`src/rtl/mem_arb_pkg.sv`:
```
// Shared types and helpers for the memory arbiter.
// MEM_ARB_RR_EN (optional define) selects round-robin arbitration instead of data-first priority.
package mem_arb_pkg;

  typedef enum logic [1:0] {
    IDLE   = 2'd0,
    ACCESS = 2'd1,
    RESP   = 2'd2
  } state_e;

  typedef enum logic {
    OWN_IF = 1'b0,
    OWN_D  = 1'b1
  } owner_e;

  function automatic logic addr_in_range(input logic [31:0] addr, input int unsigned depth);
    return addr < depth;
  endfunction

endpackage

```
`src/rtl/mem_arb_pick.sv`:
```
// Combinational winner select between the fetch and data ports.
// MEM_ARB_RR_EN defined: round-robin on contention; undefined: data port always wins.
module mem_arb_pick
  import mem_arb_pkg::*;
(
  input  logic if_req_i,
  input  logic d_req_i,
`ifdef MEM_ARB_RR_EN
  input  logic last_d_i,
`endif
  output logic any_o,
  output logic win_d_o
);

  owner_e win;

  always_comb begin
    any_o = if_req_i | d_req_i;
`ifdef MEM_ARB_RR_EN
    if (if_req_i && d_req_i) begin
      win = (owner_e'(last_d_i) == OWN_D) ? OWN_IF : OWN_D;
    end else begin
      win = d_req_i ? OWN_D : OWN_IF;
    end
`else
    win = d_req_i ? OWN_D : OWN_IF;
`endif
    win_d_o = (win == OWN_D);
  end

endmodule

```
`src/rtl/mem_arbiter.sv`:
```
// Single-port memory arbiter: fetch and data ports share one memory, one access per 3 cycles.
// MEM_ARB_RR_EN (optional define) enables round-robin with a last-winner register.
module mem_arbiter
  import mem_arb_pkg::*;
#(
  parameter int DATA_W = 32,
  parameter int ADDR_W = 10,
  parameter int DEPTH  = 128
) (
  input  logic              clk,
  input  logic              rst_n,
  input  logic              if_req,
  input  logic [ADDR_W-1:0] if_addr,
  output logic              if_gnt,
  output logic              if_rvalid,
  output logic [DATA_W-1:0] if_rdata,
  output logic              if_err,
  input  logic              d_req,
  input  logic              d_we,
  input  logic [ADDR_W-1:0] d_addr,
  input  logic [DATA_W-1:0] d_wdata,
  output logic              d_gnt,
  output logic              d_rvalid,
  output logic [DATA_W-1:0] d_rdata,
  output logic              d_err,
  output logic [ADDR_W-1:0] mem_addr,
  output logic [DATA_W-1:0] mem_wdata,
  output logic              mem_we,
  input  logic [DATA_W-1:0] mem_rdata,
  output logic              busy
);

  state_e            state_q;
  owner_e            owner_q;
  logic              we_q, ok_q;
  logic [ADDR_W-1:0] mem_addr_q;
  logic [DATA_W-1:0] mem_wdata_q;
  logic              mem_we_q;
  logic              if_rvalid_q, d_rvalid_q, if_err_q, d_err_q;
  logic [DATA_W-1:0] if_rdata_q, d_rdata_q;

  logic              any_req, win_d, grant;
  logic [ADDR_W-1:0] addr_d;
  logic              ok_d, we_d;
  logic [DATA_W-1:0] rdata_d;

`ifdef MEM_ARB_RR_EN
  logic last_d_q;

  always_ff @(posedge clk or negedge rst_n) begin
    if (!rst_n) begin
      last_d_q <= 1'b0;
    end else if (grant) begin
      last_d_q <= win_d;
    end
  end
`endif

  mem_arb_pick u_pick (
    .if_req_i (if_req),
    .d_req_i  (d_req),
`ifdef MEM_ARB_RR_EN
    .last_d_i (last_d_q),
`endif
    .any_o    (any_req),
    .win_d_o  (win_d)
  );

  // Grant is combinational so the requester sees it in the same IDLE cycle; gated during reset.
  assign grant   = rst_n && (state_q == IDLE) && any_req;
  assign if_gnt  = grant && !win_d;
  assign d_gnt   = grant && win_d;
  assign addr_d  = win_d ? d_addr : if_addr;
  assign ok_d    = addr_in_range(32'(addr_d), DEPTH);
  assign we_d    = win_d && d_we;
  assign rdata_d = (ok_q && !we_q) ? mem_rdata : '0;

  always_ff @(posedge clk or negedge rst_n) begin
    if (!rst_n) begin
      state_q     <= IDLE;
      owner_q     <= OWN_IF;
      we_q        <= 1'b0;
      ok_q        <= 1'b0;
      mem_addr_q  <= '0;
      mem_wdata_q <= '0;
      mem_we_q    <= 1'b0;
      if_rvalid_q <= 1'b0;
      d_rvalid_q  <= 1'b0;
      if_err_q    <= 1'b0;
      d_err_q     <= 1'b0;
      if_rdata_q  <= '0;
      d_rdata_q   <= '0;
    end else begin
      case (state_q)
        IDLE: begin
          if (any_req) begin
            state_q     <= ACCESS;
            owner_q     <= win_d ? OWN_D : OWN_IF;
            we_q        <= we_d;
            ok_q        <= ok_d;
            mem_addr_q  <= addr_d;
            mem_wdata_q <= win_d ? d_wdata : '0;
            mem_we_q    <= we_d && ok_d;
          end
        end
        ACCESS: begin
          // mem_rdata was refreshed on the mid-cycle negedge for mem_addr_q
          state_q     <= RESP;
          mem_we_q    <= 1'b0;
          if_rvalid_q <= (owner_q == OWN_IF);
          d_rvalid_q  <= (owner_q == OWN_D);
          if_err_q    <= (owner_q == OWN_IF) && !ok_q;
          d_err_q     <= (owner_q == OWN_D) && !ok_q;
          if_rdata_q  <= (owner_q == OWN_IF) ? rdata_d : '0;
          d_rdata_q   <= (owner_q == OWN_D) ? rdata_d : '0;
        end
        RESP: begin
          state_q     <= IDLE;
          if_rvalid_q <= 1'b0;
          d_rvalid_q  <= 1'b0;
          if_err_q    <= 1'b0;
          d_err_q     <= 1'b0;
          if_rdata_q  <= '0;
          d_rdata_q   <= '0;
        end
        default: state_q <= IDLE;
      endcase
    end
  end

  assign mem_addr  = mem_addr_q;
  assign mem_wdata = mem_wdata_q;
  assign mem_we    = mem_we_q;
  assign if_rvalid = if_rvalid_q;
  assign if_rdata  = if_rdata_q;
  assign if_err    = if_err_q;
  assign d_rvalid  = d_rvalid_q;
  assign d_rdata   = d_rdata_q;
  assign d_err     = d_err_q;
  assign busy      = (state_q != IDLE);

endmodule
```
`config.mk`:
```
export PLATFORM = sky130hd
export DESIGN_NAME = mem_arbiter
export DESIGN_NICKNAME = d
export VERILOG_FILES = /design/src/rtl/mem_arb_pkg.sv /design/src/rtl/mem_arb_pick.sv /design/src/rtl/mem_arbiter.sv
export SDC_FILE = /design/constraint.sdc
export NUM_CORES = 1
export LEC_CHECK = 0
export CAP_MARGIN = 30
export CORE_ASPECT_RATIO = 0.6
export CORE_MARGIN = 2
export CORE_UTILIZATION = 42
export DETAILED_ROUTE_END_ITERATION = 16
export HOLD_SLACK_MARGIN = 0.08
export PLACE_DENSITY = 0.87
export SLEW_MARGIN = 10
export SYNTH_ARGS = -nofsm -noshare
export SYNTH_HDL_FRONTEND = slang
export SYNTH_SLANG_ARGS = --single-unit
export TNS_END_PERCENT = 20
```
`constraint.sdc`:
```
create_clock -name clk -period 2.3 [get_ports clk]
set_input_delay 0.69 -clock clk [delete_from_list [all_inputs] [get_ports clk]]
set_output_delay 0.69 -clock clk [all_outputs]
set_load 0.05 [all_outputs]
```
# Word-level counts from Yosys, hierarchy flattened
# Cells that the tools add are included.
# Widths: inputs -> output; s select.
# word_totals
word_cells,54
regBits,116
inputBits,89
output_inout_bits,114
# op_classes
bitwise,2
eq_ne,3
n_reduce_logical,18
mux,17
magnitude_cmp,1
# ops
operator,count
$mux 32,4
$pmux 32 s2,2
$lt 10x8->1 const B,1
$mux 10,1
$pmux 1 s2,5
$logic_and 1x1->1,9
$reduce_bool 2->1,3
$pmux 2 s2,1
$reduce_and 2->1,2
$logic_not 1->1,3
$mux 1,3
$eq 2x1->1 const B,1
$eq 2x2->1 const B,1
$logic_not 2->1,1
$mux 2,1
$ne 2x2->1 const B,1
$not 1->1,1
$or 1x1->1,1

# Logic depth before layout (Yosys ltp)
# Gate-level depths: netlist of run 1.
# depth
depth_word,6
ltp_mapped,7
depth_no_buf,5

# Hierarchy
# A second synthesis of run 1 with hierarchy kept.
# hier_totals
cells_unflattened,409
hier_area_um2,4715.8
# modules_own_cells
mod,cells_each,area_each_um2,n_inst,seq_area_each_um2
mem_arbiter,407,4702.0,1,2902.8
mem_arb_pick,2,13.8,1,0.0

# Least setup slack after synthesis of run 1
# No wires, ideal clock.
# synth_path
path_type,in2out
from,in d_req
to,out if_gnt
required_time_ns,1.610
slack_ns,-0.856
n_path_buf,3
arrival_time_ns,2.466
path_stages,5
path_cell_list,buf_2 -> o21ai_1 -> buf_2 -> buf_4 -> nor3b_1
# synth_between
elab_chain_cells,3
word_cells_on_any_way,5
cone_classes,1 x mux; 1 x bitwise; 3 x reduce/logical
# synth_rtl
element,line_no,source
from (decl),mem_arbiter.sv:18,"input logic d_req,"
$or 1x1->1 / $mux 1 (equally long branches),"mem_arb_pick.sv:18, mem_arb_pick.sv:26",
$logic_and 1x1->1 / $logic_not 1->1 (equally long branches),"mem_arbiter.sv:70, mem_arbiter.sv:71",
$logic_and 1x1->1 *,mem_arbiter.sv:71,assign if_gnt = grant && !win_d;
to (decl),mem_arbiter.sv:14,"output logic if_gnt,"
# Every way passes the cells marked *; elsewhere a longest branch is shown, timed or not.

# Final worst setup path of run 1
# layout_path
from,"reg if_rdata_q[5], in the netlist if_rdata[5]"
to,out if_rdata[5]
# layout_rtl
element,line_no,source
from (decl),mem_arbiter.sv:40,"logic [DATA_W-1:0] if_rdata_q, d_rdata_q;"
from (signal assigned),mem_arbiter.sv:114,if_rdata_q <= (owner_q == OWN_IF) ? rdata_d : '0;
to (decl),mem_arbiter.sv:16,"output logic [DATA_W-1:0] if_rdata,"
# No word-level cell between the ends.

==> impl_metrics.yaml, run 1 <==
status:
  outcome: "complete, no violations"
critical_path:
  critPathArrivalTime_ns: 1.57
  critPathLaunchType: "flip-flop"
  cp.required_ns: 1.61
  crit_family: "buffers and inverters"
  crit_chain: "clkdlybuf4s50_1"
  crit_buf_inv: 1
  path_class: "flip-flop to output port"
  cp_max_fo: 2
  setup.worst_path.end_class: "output port"
  critical_path.max_stage_delay_ns: 0.81
  crit_slowest_cell: "clkdlybuf4s50_1"
final_layout:
  most-common-layout-cells: "clkdlybuf4s50_1 (152), dfrtp_1 (116), inv_1 (69)"
  final_nets: 700
  fin_cells: 759
  fin_area_mm2: 0.00754
  drive_above_1_share_pct: 13.4
  utilization_pct: 70.2
  area_delta_synth_final_pct: 60.2
  mostFrequentLayoutCell: "clkdlybuf4s50_1"
  num_antenna_cells: 0
detailed_routing:
  drt_iter0_markers: 189
  wl_per_cell_um: 17.6
  drt_wl_total_um: 13300
  postRouteAntennaNets: 0
  num_vias: 3879
  drcViolationCount: 0
  drt_pass1_iterations: 5
  viasPerCell: 5.11
cts:
  h-tree-depth: 4
  cts_tree: "built"
  path_clk_slew_ns: 0.05
  clkLatencyLatePin_ns: 0.39
  root_buffer: "clkbuf_16"
  cts_buffer_depth: 2
  numCtsBuffers: 17
  cts_sinks: 116
placement:
  dpl_cell_area_mm2: 0.00690
  gp_congestion: 0.781
  io_buffers: 202
  dp_hpwl_um: 9410
  dpl.cell_count: 728
logic_synthesis:
  synth_seq_cells: 116
  ys_types: 27
  netlist_instances: 406
  syn-cell-area_mm2: 0.00471
  synth_top_cells_by_area: "dfrtp_1 (62%), o22ai_2 (7.7%), a22o_1 (6.0%)"
  avgSynthCellArea_um2: 11.6
  yosysTopAreaCellShare_pct: 61.7
  syn-num-nets: 498
  ys_seq_area_share_pct: 61.7
  synth_warnings: 0
  yosysTopAreaCell: "dfrtp_1"
timing:
  tightest_slew_ns: 0.838
  drv_slew: 0
  min_period_over_period_pct: 98.1
  max_freq_mhz: 443
  fin_setup_tns_ns: 0
  fin_crit_ns: 2.26
  rsz0062_at_grt: "no"
  setup_viol: 0
  relSlewSlack_pct: 44.1
  final-hold-violation-count: 0
  skew_ns: 0.00997
worst_hold_path:
  hp-class: "input pin to async pin"
power_and_ir_drop:
  peakVddDrop_mv: 0.962
  switchingPower_mw: 5.10
  combPwrFrac_pct: 51.2
  power.leakage_nw: 3.74
  switching_share_pct: 45.8
  intPower_mw: 6.05
  sequentialPowerShare_pct: 27.3
  fin_total_pwr_mw: 11.2
  clkPwrFrac_pct: 21.5
  power.density_mw_per_mm2: 1480
global_route:
  grt_usage_pct: 22.8
  grt_pass1_wl_um: 21400
  antenna_found_initial: 0
  grt.overflow.total: 0
  grt_max_degree: 69
  grt_pass1_vias: 4183
floorplanning:
  dieHeight_um: 86.0
  io_pins: 203
  start_util_pct: 43.8
  core_area_mm2: 0.0107
  dieWidth_um: 141
  fp.dieArea_mm2: 0.0121
  row_count: 29
job:
  drv_cap: 0
-- sequential cells by signal, indices dropped and copies added, names as in the netlist --
signal     cells
d_rdata       32
if_rdata      32
mem_wdata     32
mem_addr      10
state_q        2
d_err          1
d_rvalid       1
if_err         1
if_rvalid      1
mem_we         1
ok_q           1
owner_q        1
we_q           1
-- power groups by stage --
stage	registers [mW]	clock network, mW	logic (mW)
after floorplan	5.00	0	1.91
after global placement	3.02	0	5.64
after detailed placement	3.05	0	5.77
after CTS	3.04	2.44	5.78
after global routing	3.11	2.56	6.00
final	3.04	2.40	5.71
-- layer usage --
| layer | part of all wire (%) | wire, um | vias to the layer above | GRT usage, % |
|---|---|---|---|---|
| li1 | - | - | 1780 | - |
| met1 | 43 | 5690 | 1948 | 28.6 |
| met2 | 50 | 6700 | 143 | 38.5 |
| met5 | 0 | 0 | - | 0 |
| met4 | 0.40 | 53 | 0 | 5.64 |
| met3 | 6.8 | 904 | 8 | 7.54 |
-- worst paths after layout --
check	from	endpoint	slack [ns]	cells past startpoint
worst min register to register	mem_addr[8]	mem_addr[8]	0.48	2
worst max-delay path	if_rdata[5]	if_rdata[5]	0.04	1
worst min-delay path	rst_n	mem_wdata[18]	0.33	2
min in group clk	mem_addr[8]	mem_addr[8]	0.48	2
max in group asynchronous	rst_n	d_rdata[4]	0.92	3
worst max register to register	state_q[0]	if_rdata[31]	0.51	5
-- kinds of logic (layout without fill, tap and decap cells) --
family / count (synthesis) / after routing / synth area share [%]
compound gates: 115 / 115 / 20.5
buf+inv: 102 / 316 / 9.30
fa+ha+maj: 3 / 3 / 0.797
simple gates: 59 / 59 / 5.39
flops: 116 / 116 / 61.7
mux: 11 / 11 / 2.37
-- area by class of cell --
cell class | instances | area [um^2]
Timing Repair Buffer | 214 | 2250
Clock inverter | 9 | 81.3
Tap cell | 139 | 174
Sequential cell | 116 | 2900
Inverter | 71 | 267
Fill cell | 777 | 3200
Clock buffer | 22 | 464
Multi-Input combinational cell | 188 | 1410
-- stage by stage --
step	hold WS (ns)	setup slack, ns
after floorplan	0.394	0.00425
after global placement	0.461	-0.154
after detailed placement	0.486	-0.144
after CTS	0.317	0.00496
after global routing	0.335	0.000389
final	0.334	0.0427
-- synthesized netlist by cell type, drive strengths merged --
master / n
dfrtp: 116
a22o: 32
nor4: 1
inv: 71
or3b: 1
ha: 3
nand2: 46
o22ai: 66
clkbuf: 10
nor2b: 1
nor3b: 2
nor2: 3
mux2i: 10
o21ai: 15
o31ai: 1
nor4b: 1
buf: 21
nand3b: 1
and2: 1
a21o: 1
and3: 1
nor3: 1
mux2: 1
-- repair_timing --
item	4_1_cts	5_1_grt
buffers inserted	0	0
hold buffers	0	0
pin swaps	0	0
endpoints found under the setup margin	7	38
hold endpoints to repair	0	0
resized for setup	9	39
Power figures use the tool's default switching activity.
==> inputs of run 2 (changes only) <==
--- a/config.mk
+++ b/config.mk
@@ -5,13 +5,14 @@
 export SDC_FILE = /design/constraint.sdc
 export NUM_CORES = 1
 export LEC_CHECK = 0
-export CAP_MARGIN = 30
+export CAP_MARGIN = 15
 export CORE_ASPECT_RATIO = 0.6
 export CORE_MARGIN = 2
-export CORE_UTILIZATION = 42
+export CORE_UTILIZATION = 50
 export DETAILED_ROUTE_END_ITERATION = 16
+export DONT_BUFFER_PORTS = 1
 export HOLD_SLACK_MARGIN = 0.08
-export PLACE_DENSITY = 0.87
+export PLACE_DENSITY = 0.72
 export SLEW_MARGIN = 10
 export SYNTH_ARGS = -nofsm -noshare
 export SYNTH_HDL_FRONTEND = slang
==> run 2 against run 1 <==
The flow now finishes with violations (hold timing). Register-to-register slack gained 0.03 ns. Die area shrank 15%. Critical path depth grew 4. Setup slack gained 0.051 ns. Clock power grew 8%. Non-clock buffer count shrank 205. Via count shrank 23%. Critical endpoint is now if_gnt. Clock-buffer cell count shrank 2.
==> impl_metrics.yaml, run 2 (synthesized netlist as in run 1, its figures left out) <==
power_and_ir_drop:
  peakVddDrop_mv: 1.06
  fin_total_pwr_mw: 9.92
  power.density_mw_per_mm2: 1840
  sequentialPowerShare_pct: 51.8
  combPwrFrac_pct: 22.2
  clkPwrFrac_pct: 26.0
  switching_share_pct: 48.5
  switchingPower_mw: 4.81
  intPower_mw: 5.11
  power.leakage_nw: 2.36
detailed_routing:
  viasPerCell: 5.51
  wl_per_cell_um: 19.6
  drt_pass1_iterations: 4
  drt_wl_total_um: 10700
  drcViolationCount: 0
  postRouteAntennaNets: 0
  num_vias: 2997
  drt_iter0_markers: 193
status:
  outcome: "finished, violations left"
  failed_checks: "hold timing"
final_layout:
  num_antenna_cells: 0
  final_nets: 495
  drive_above_1_share_pct: 18.1
  fin_area_mm2: 0.00539
  area_delta_synth_final_pct: 14.5
  fin_cells: 544
  utilization_pct: 58.9
  mostFrequentLayoutCell: "dfrtp_1"
  most-common-layout-cells: "dfrtp_1 (116), inv_1 (69), nand2_1 (46)"
placement:
  dpl.cell_count: 514
  dpl_cell_area_mm2: 0.00479
  io_buffers: 0
  place_ws_ns: 0.371
  dp_hpwl_um: 7140
  gp_congestion: 0.817
critical_path:
  critical_path.max_stage_delay_ns: 0.40
  critPathLaunchType: "flip-flop"
  crit_slowest_cell: "dfrtp_1"
  cp_max_fo: 6
  crit_chain: "inv_2 > ha_4 > o21ai_4 > nor3b_4 > buf_6"
  setup.worst_path.end_class: "output port"
  critPathArrivalTime_ns: 1.52
  path_class: "flip-flop to output port"
  cp.required_ns: 1.61
  crit_start: "state_q[0]"
  r2r_start: "state_q[0]"
cts:
  path_clk_slew_ns: 0.05
  root_buffer: "clkbuf_16"
  cts_sinks: 116
  clkLatencyLatePin_ns: 0.40
  cts_setup_buffers: 0
  cts_tree: "built"
  numCtsBuffers: 17
  cts_buffer_depth: 2
  h-tree-depth: 4
global_route:
  grt_pass1_wl_um: 16300
  grt_usage_pct: 21.1
  grt_max_degree: 119
  grt.overflow.total: 0
  antenna_found_initial: 0
  grt_pass1_vias: 3113
timing:
  relSlewSlack_pct: 64.7
  fin_setup_tns_ns: 0
  max_freq_mhz: 453
  holdWs_ns: -0.0176
  final-hold-violation-count: 33
  min_period_over_period_pct: 95.9
  tightest_slew_ns: 0.530
  skew_ns: 0.00896
  fin_crit_ns: 2.21
  layout_setup_ws_ns: 0.0940
  rsz0062_at_grt: "no"
  setup_viol: 0
  drv_slew: 0
floorplanning:
  start_util_pct: 51.4
  dieHeight_um: 79.2
  fp.dieArea_mm2: 0.0102
  core_area_mm2: 0.00916
  io_pins: 203
  row_count: 27
  dieWidth_um: 129
worst_hold_path:
  hp-class: "input pin to async pin"
job:
  drv_cap: 0
-- run 2: cell count changes in the layout (fill, tap and decap cells not counted), sizes merged --
| cell | previous run | this run |
|---|---|---|
| dlygate4sd2 | 7 | 0 |
| bufinv | 1 | 3 |
| dlymetal6s2s | 37 | 0 |
| clkdlybuf4s50 | 152 | 0 |
| clkinvlp | 3 | 2 |
| buf | 18 | 9 |
| clkbuf | 22 | 20 |
-- run 2: final cells by class --
class | count | area (um^2)
clock buffer | 20 | 447
clock inverter | 10 | 134
fill | 740 | 3760
inverter | 71 | 267
multi-input combinational | 188 | 1410
sequential | 116 | 2900
tap | 130 | 163
timing repair buffer | 9 | 71.3
-- run 2: worst paths after layout --
kind,end,slack [ns],cells after the start
max,if_gnt,0.09,5
min,mem_wdata[28],-0.02,0
max reg2reg,if_rdata[28],0.54,5
min reg2reg,we_q,0.51,2
max in group asynchronous,mem_wdata[11],2.16,0
min in group clk,mem_wdata[26],0.42,1
-- run 2: repair_timing --
item,4_1_cts,5_1_grt
pin swaps,0,0
endpoints found under the setup margin,2,1
endpoints found under the hold margin,116,116
gates resized for setup,3,2
-- run 2: per-layer routing --
| layer | vias up | part of all wire (%) | wire length [um] | global-route usage (%) |
|---|---|---|---|---|
| met5 | - | 0 | 0 | 0 |
| met4 | 0 | 0.53 | 57 | 6.85 |
| met3 | 6 | 9.3 | 987 | 9.97 |
| met2 | 120 | 47 | 5000 | 31.8 |
| met1 | 1504 | 43 | 4630 | 27.1 |
| li1 | 1367 | - | - | - |
-- run 2: power by group through the flow --
stage / logic [mW] / clock network [mW] / registers [mW]
after global placement: 2.12 / 0 / 5.16
final: 2.21 / 2.58 / 5.14
after detailed placement: 2.20 / 0 / 5.17
after CTS: 2.23 / 2.62 / 5.14
after global routing: 2.43 / 2.73 / 5.21
after floorplan: 1.91 / 0 / 5.00
-- run 2: worst max-delay path, delay by kind of cell, from the launching register on --
family                     cells  cell delay (ns)
AOI/OAI and AO/OA              1             0.07
adders and majority gates      1             0.17
buffers and inverters          2             0.28
DFF                            1             0.40
and+or+nand+nor                1             0.18
==> inputs of run 3 (changes only) <==
--- a/config.mk
+++ b/config.mk
@@ -12,6 +12,7 @@
 export DETAILED_ROUTE_END_ITERATION = 16
 export DONT_BUFFER_PORTS = 1
 export HOLD_SLACK_MARGIN = 0.08
+export MAX_ROUTING_LAYER = met4
 export PLACE_DENSITY = 0.72
 export SLEW_MARGIN = 10
 export SYNTH_ARGS = -nofsm -noshare
==> run 3 against run 2 <==
The flow still finishes with violations (hold timing). Critical path type unchanged. Register-to-register slack about the same. Clock skew down 0.0013 ns. First-iteration DRC count down 6.2%. Global-route usage up 0.54 points. Sequential cell count unchanged. Wire length down 0.37%. Largest power group unchanged. Combinational power about the same. Non-clock buffer count unchanged. Via count up 1.1%. Die area unchanged.
==> impl_metrics.yaml, run 3 (synthesized netlist as in run 1, its figures left out) <==
timing:
  min_period_over_period_pct: 96.5
  fin_crit_ns: 2.22
  tightest_slew_ns: 0.530
  drv_slew: 0
  rsz0062_at_grt: "no"
  max_freq_mhz: 451
  relSlewSlack_pct: 64.6
  final-hold-violation-count: 56
  setup_viol: 0
  fin_setup_tns_ns: 0
  skew_ns: 0.00763
  holdWs_ns: -0.0155
final_layout:
  nFillCells: 740
  final_nets: 495
  fin_cells: 544
  num_antenna_cells: 0
  area_delta_synth_final_pct: 14.5
  drive_above_1_share_pct: 18.1
  seqCellArea_mm2: 0.00290
  multi_input_area_mm2: 0.00141
  most-common-layout-cells: "dfrtp_1 (116), inv_1 (69), nand2_1 (46)"
  fin_area_mm2: 0.00539
  mostFrequentLayoutCell: "dfrtp_1"
detailed_routing:
  drt_wl_total_um: 10600
  wl_per_cell_um: 19.5
  num_vias: 3029
  viasPerCell: 5.57
  drt_iter0_markers: 181
  postRouteAntennaNets: 0
  drcViolationCount: 0
  drt_pass1_iterations: 4
cts:
  h-tree-depth: 4
  path_clk_slew_ns: 0.05
  clkLatencyLatePin_ns: 0.40
  numCtsBuffers: 17
  cts_tree: "built"
  root_buffer: "clkbuf_16"
  cts_buffer_depth: 2
  cts_sinks: 116
power_and_ir_drop:
  switching_share_pct: 48.5
  peakVddDrop_mv: 1.06
  intPower_mw: 5.11
  fin_total_pwr_mw: 9.92
  clkPwrFrac_pct: 26.0
  combPwrFrac_pct: 22.2
  sequentialPowerShare_pct: 51.8
  power.density_mw_per_mm2: 1840
  power.leakage_nw: 2.36
  switchingPower_mw: 4.81
global_route:
  grt.overflow.total: 0
  grt_use_met1_pct: 27.5
  grt_max_degree: 119
  grt_use_met2_pct: 31.9
  antenna_found_initial: 0
  grt_pass1_vias: 3101
  grt-busiest-layer: "met2"
  grt_pass1_wl_um: 16300
  grt_usage_pct: 21.7
  use_met3_pct: 8.15
floorplanning:
  start_util_pct: 51.4
  core_area_mm2: 0.00916
  fp.dieArea_mm2: 0.0102
  row_count: 27
  io_pins: 203
  dieWidth_um: 129
  dieHeight_um: 79.2
critical_path:
  setup.worst_path.end_class: "output port"
  cp_max_fo: 6
  path_class: "flip-flop to output port"
  critPathLaunchType: "flip-flop"
  cp.required_ns: 1.61
  critPathArrivalTime_ns: 1.53
placement:
  dp_hpwl_um: 7140
  dpl_cell_area_mm2: 0.00479
  dpl.cell_count: 514
  io_buffers: 0
  gp_congestion: 0.829
worst_hold_path:
  hp-class: "input pin to async pin"
job:
  drv_cap: 0
status:
  failed_checks: "hold timing"
  outcome: "finished, violations left"
-- run 3: worst paths after layout --
| path | from | to | slack (ns) | cells after the start |
|---|---|---|---|---|
| worst max-delay path | state_q[0] | if_gnt | 0.08 | 5 |
| worst min-delay path | rst_n | mem_wdata[28] | -0.02 | 0 |
| worst max register to register | state_q[0] | if_rdata[28] | 0.54 | 5 |
| worst min register to register | we_q | we_q | 0.51 | 2 |
| max in group asynchronous | rst_n | if_rdata[29] | 2.17 | 0 |
| min in group clk | d_wdata[26] | mem_wdata[26] | 0.42 | 1 |
-- run 3: power groups by stage --
stage	clock network, mW	logic [mW]	registers, mW
floorplan	0	1.91	5.00
global placement	0	2.12	5.16
detailed placement	0	2.20	5.17
CTS	2.62	2.23	5.14
global route	2.72	2.43	5.21
finish	2.58	2.21	5.14
-- run 3: critical path, cell delays in order, from the launching register on --
cell and delay, ns:
dfrtp_1 0.40, inv_2 0.10, ha_4 0.17, o21ai_4 0.07
nor3b_4 0.19, buf_6 0.19
-- run 3: area by class of cell --
class	count	share of cell area [%]
Clock buffer	20	8.29
Clock inverter	10	2.48
Inverter	71	4.94
Multi-Input combinational cell	188	26.1
Sequential cell	116	53.9
Tap cell	130	3.02
Timing Repair Buffer	9	1.32
-- run 3: what timing repair did --
item,in CTS,in global routing
endpoints found under the setup margin,2,1
setup buffers,0,0
gates resized for setup,3,2
endpoints found under the hold margin,116,116
-- run 3: per-layer routing --
layer  share of wire (%)  vias up
li1                    -     1369
met1                  43     1525
met2                  47      124
met3                 8.7       11
met4                 1.0        0
met5                   0        -
-- run 3: stage by stage --
stage / util (%) / setup WS (ns) / hold slack (ns)
floorplan: - / 0.00425 / 0.394
global placement: 52.4 / 0.419 / 0.396
detailed placement: 52.4 / 0.371 / 0.397
CTS: 58.9 / 0.0213 / -0.0340
global route: 58.9 / 0.00530 / -0.0415
finish: 58.9 / 0.0810 / -0.0155
==> edit, RTL diff (flow settings as in run 3) <==
Register the output `if_err` once more, cleared by the reset; this adds one clock of latency there. The other outputs are not delayed to match.
--- a/src/rtl/mem_arbiter.sv
+++ b/src/rtl/mem_arbiter.sv
@@ -133,7 +133,13 @@
   assign mem_we    = mem_we_q;
   assign if_rvalid = if_rvalid_q;
   assign if_rdata  = if_rdata_q;
-  assign if_err    = if_err_q;
+  always_ff @(posedge clk or negedge rst_n) begin
+    if (!rst_n) begin
+      if_err <= '0;
+    end else begin
+      if_err <= if_err_q;
+    end
+  end
   assign d_rvalid  = d_rvalid_q;
   assign d_rdata   = d_rdata_q;
   assign d_err     = d_err_q;
Function: changed (Yosys sat finds a counterexample within 4 cycles, from zero or initial values and one cycle with rst_n low).
==> edit against run 3 <==
The run still ends with negative hold slack left. Total power increased by 0.98%. Routed wire length increased by 1.5%. Final area increased by 0.91%. Synthesized area increased by 0.53%. Sequential cell count increased by 1. Setup slack improved by 0.036 ns. Largest power group unchanged. Die area increased by 0.51%. Highest routed layer unchanged. Register-to-register slack improved by 0.02 ns.
==> edit: results (changes against run 3) <==
DR WL met2 5090 um (+2.2%); worst vdd ir 0.000877 V (-17%); post-synthesis sequential area ratio 61.9% (+0.20 points); CTS buffer count 17 (unchanged); YS warnings 0 (unchanged); Hold WC Path Type in2async; Crit Path Max Fanout 6 (unchanged); met3 WL 873 um (-5.8%); IO Port Bufs 0 (unchanged); final hold slack -0.0122 ns (+0.00333 ns); htree depth 4 (unchanged); Highest Signal Layer met4; Netlist cell types 27 (unchanged); Most used DFF post-synth dfrtp_1; failing checks negative hold slack; clock slew at reported path FFs 0.05 ns (about the same); number of global-route vias before repair 3115 (+0.45%); cell types with the highest counts after synthesis 117 x dfrtp_1, 71 x inv_1, 46 x nand2_1, 37 x o22ai_1, 32 x a22o_1; Post-synth ARST share 100% (unchanged); Layout Skew 0.00842 ns (+0.000791 ns); initial antenna violation count 0 (unchanged); M1 WL 4700 um (+2.0%); worst-skew pair later-pin latency 0.40 ns (about the same); wire per inst 19.8 um (+1.1%); Pleak 2.39 nW (+1.3%); first-pass GRT wire length 16800 um (+2.9%); Mapped Nets 499 (+0.20%); Slew HR 65.0% (+0.33 points); DP HPWL 7300 um (+2.1%); CTS root buf clkbuf_16; RD Place Congestion 0.723 (-13%); status complete, but fails checks; Iteration-0 DRC Markers 134 (-26%); final-layout fill cell count 774 (+4.6%); vias per std cell 5.60 (+0.59%); worst setup path startpoint state_q[0]; WP data arrival 1.49 ns (-0.04 ns); drt first pass iters 4 (unchanged); diodes inserted 0 (unchanged); CTS Buffer Depth 2 (unchanged); Total GRT Usage 22.2% (+0.51 points); pin count of the biggest net entering global routing 120 (+0.84%); Final Hold Viols 77 (+38%); Place WS 0.370 ns (-0.000984 ns); share of layout cells above drive strength 1 18.8% (+0.63 points); Area contributors post-synth dfrtp_1 62%, o22ai_2 7.7%, a22o_1 5.9%, inv_1 5.6%, o22ai_1 4.9%
## edit: cell count changes in the layout (fill, tap and decap cells not counted), sizes merged
cell | run 3 | this run
buf | 9 | 10
dfrtp | 116 | 117
## edit: cell type report
cell class / instances / area, um^2 / share of cell area, %
Sequential cell: 117 / 2930 / 53.8
Multi-Input combinational cell: 188 / 1410 / 25.9
Clock buffer: 20 / 467 / 8.58
Inverter: 71 / 267 / 4.90
Tap cell: 130 / 163 / 2.99
Clock inverter: 10 / 130 / 2.39
Timing Repair Buffer: 10 / 78.8 / 1.45
## edit: layer usage
metal / vias to the layer above / global-route usage (%)
li1: 1374 / -
met1: 1545 / 28.2
met2: 130 / 32.5
met3: 9 / 8.36
met4: 0 / 8.71
met5: - / -
## edit: repair_timing
item | in CTS | in global routing
buffers inserted | 0 | 0
endpoints found under the hold margin | 117 | 117
resized for setup | 3 | 2
setup endpoints to repair | 2 | 1
## edit: cell families (layout without fill, tap and decap cells)
kind of cell	count (synthesis)	in the layout	share of synthesized area, %
DFF	117	117	61.9
muxes	11	11	2.35
AOI/OAI and AO/OA	115	115	20.4
buffers and inverters	102	111	9.25
adders and majority gates	3	3	0.793
and+or+nand+nor	59	59	5.37
## edit: path summary, 6_finish.rpt
| path | end | slack [ns] | cells past startpoint |
|---|---|---|---|
| hold / removal | d_rdata[13] | -0.01 | 0 |
| max in group asynchronous | if_rdata[7] | 2.18 | 0 |
| min in group clk | if_err | 0.38 | 0 |
| setup reg to reg | d_rdata[31] | 0.56 | 6 |
| hold reg to reg | if_err | 0.38 | 0 |
| setup / recovery | if_gnt | 0.12 | 5 |
## edit: critical path, stage by stage, from the launching register on
cell and delay, ns:
dfrtp_1 0.40, inv_2 0.10, ha_4 0.17, o21ai_4 0.07, nor3b_4 0.18, buf_6 0.18
## edit: power by group
group	internal [W]	switching (W)
combinational	0.000786	0.00142
sequential	0.00264	0.00253
clock	0.00177	0.000873
## edit: metrics by stage
step                util [%]  total power [W]  std cells  cell area, um^2
floorplan                  -          0.00693        407             4780
global placement        52.5          0.00729        516             4830
detailed placement      52.5          0.00741        516             4830
CTS                     59.2           0.0101        546             5440
global route            59.2           0.0105        546             5440
finish                  59.2           0.0100        546             5440
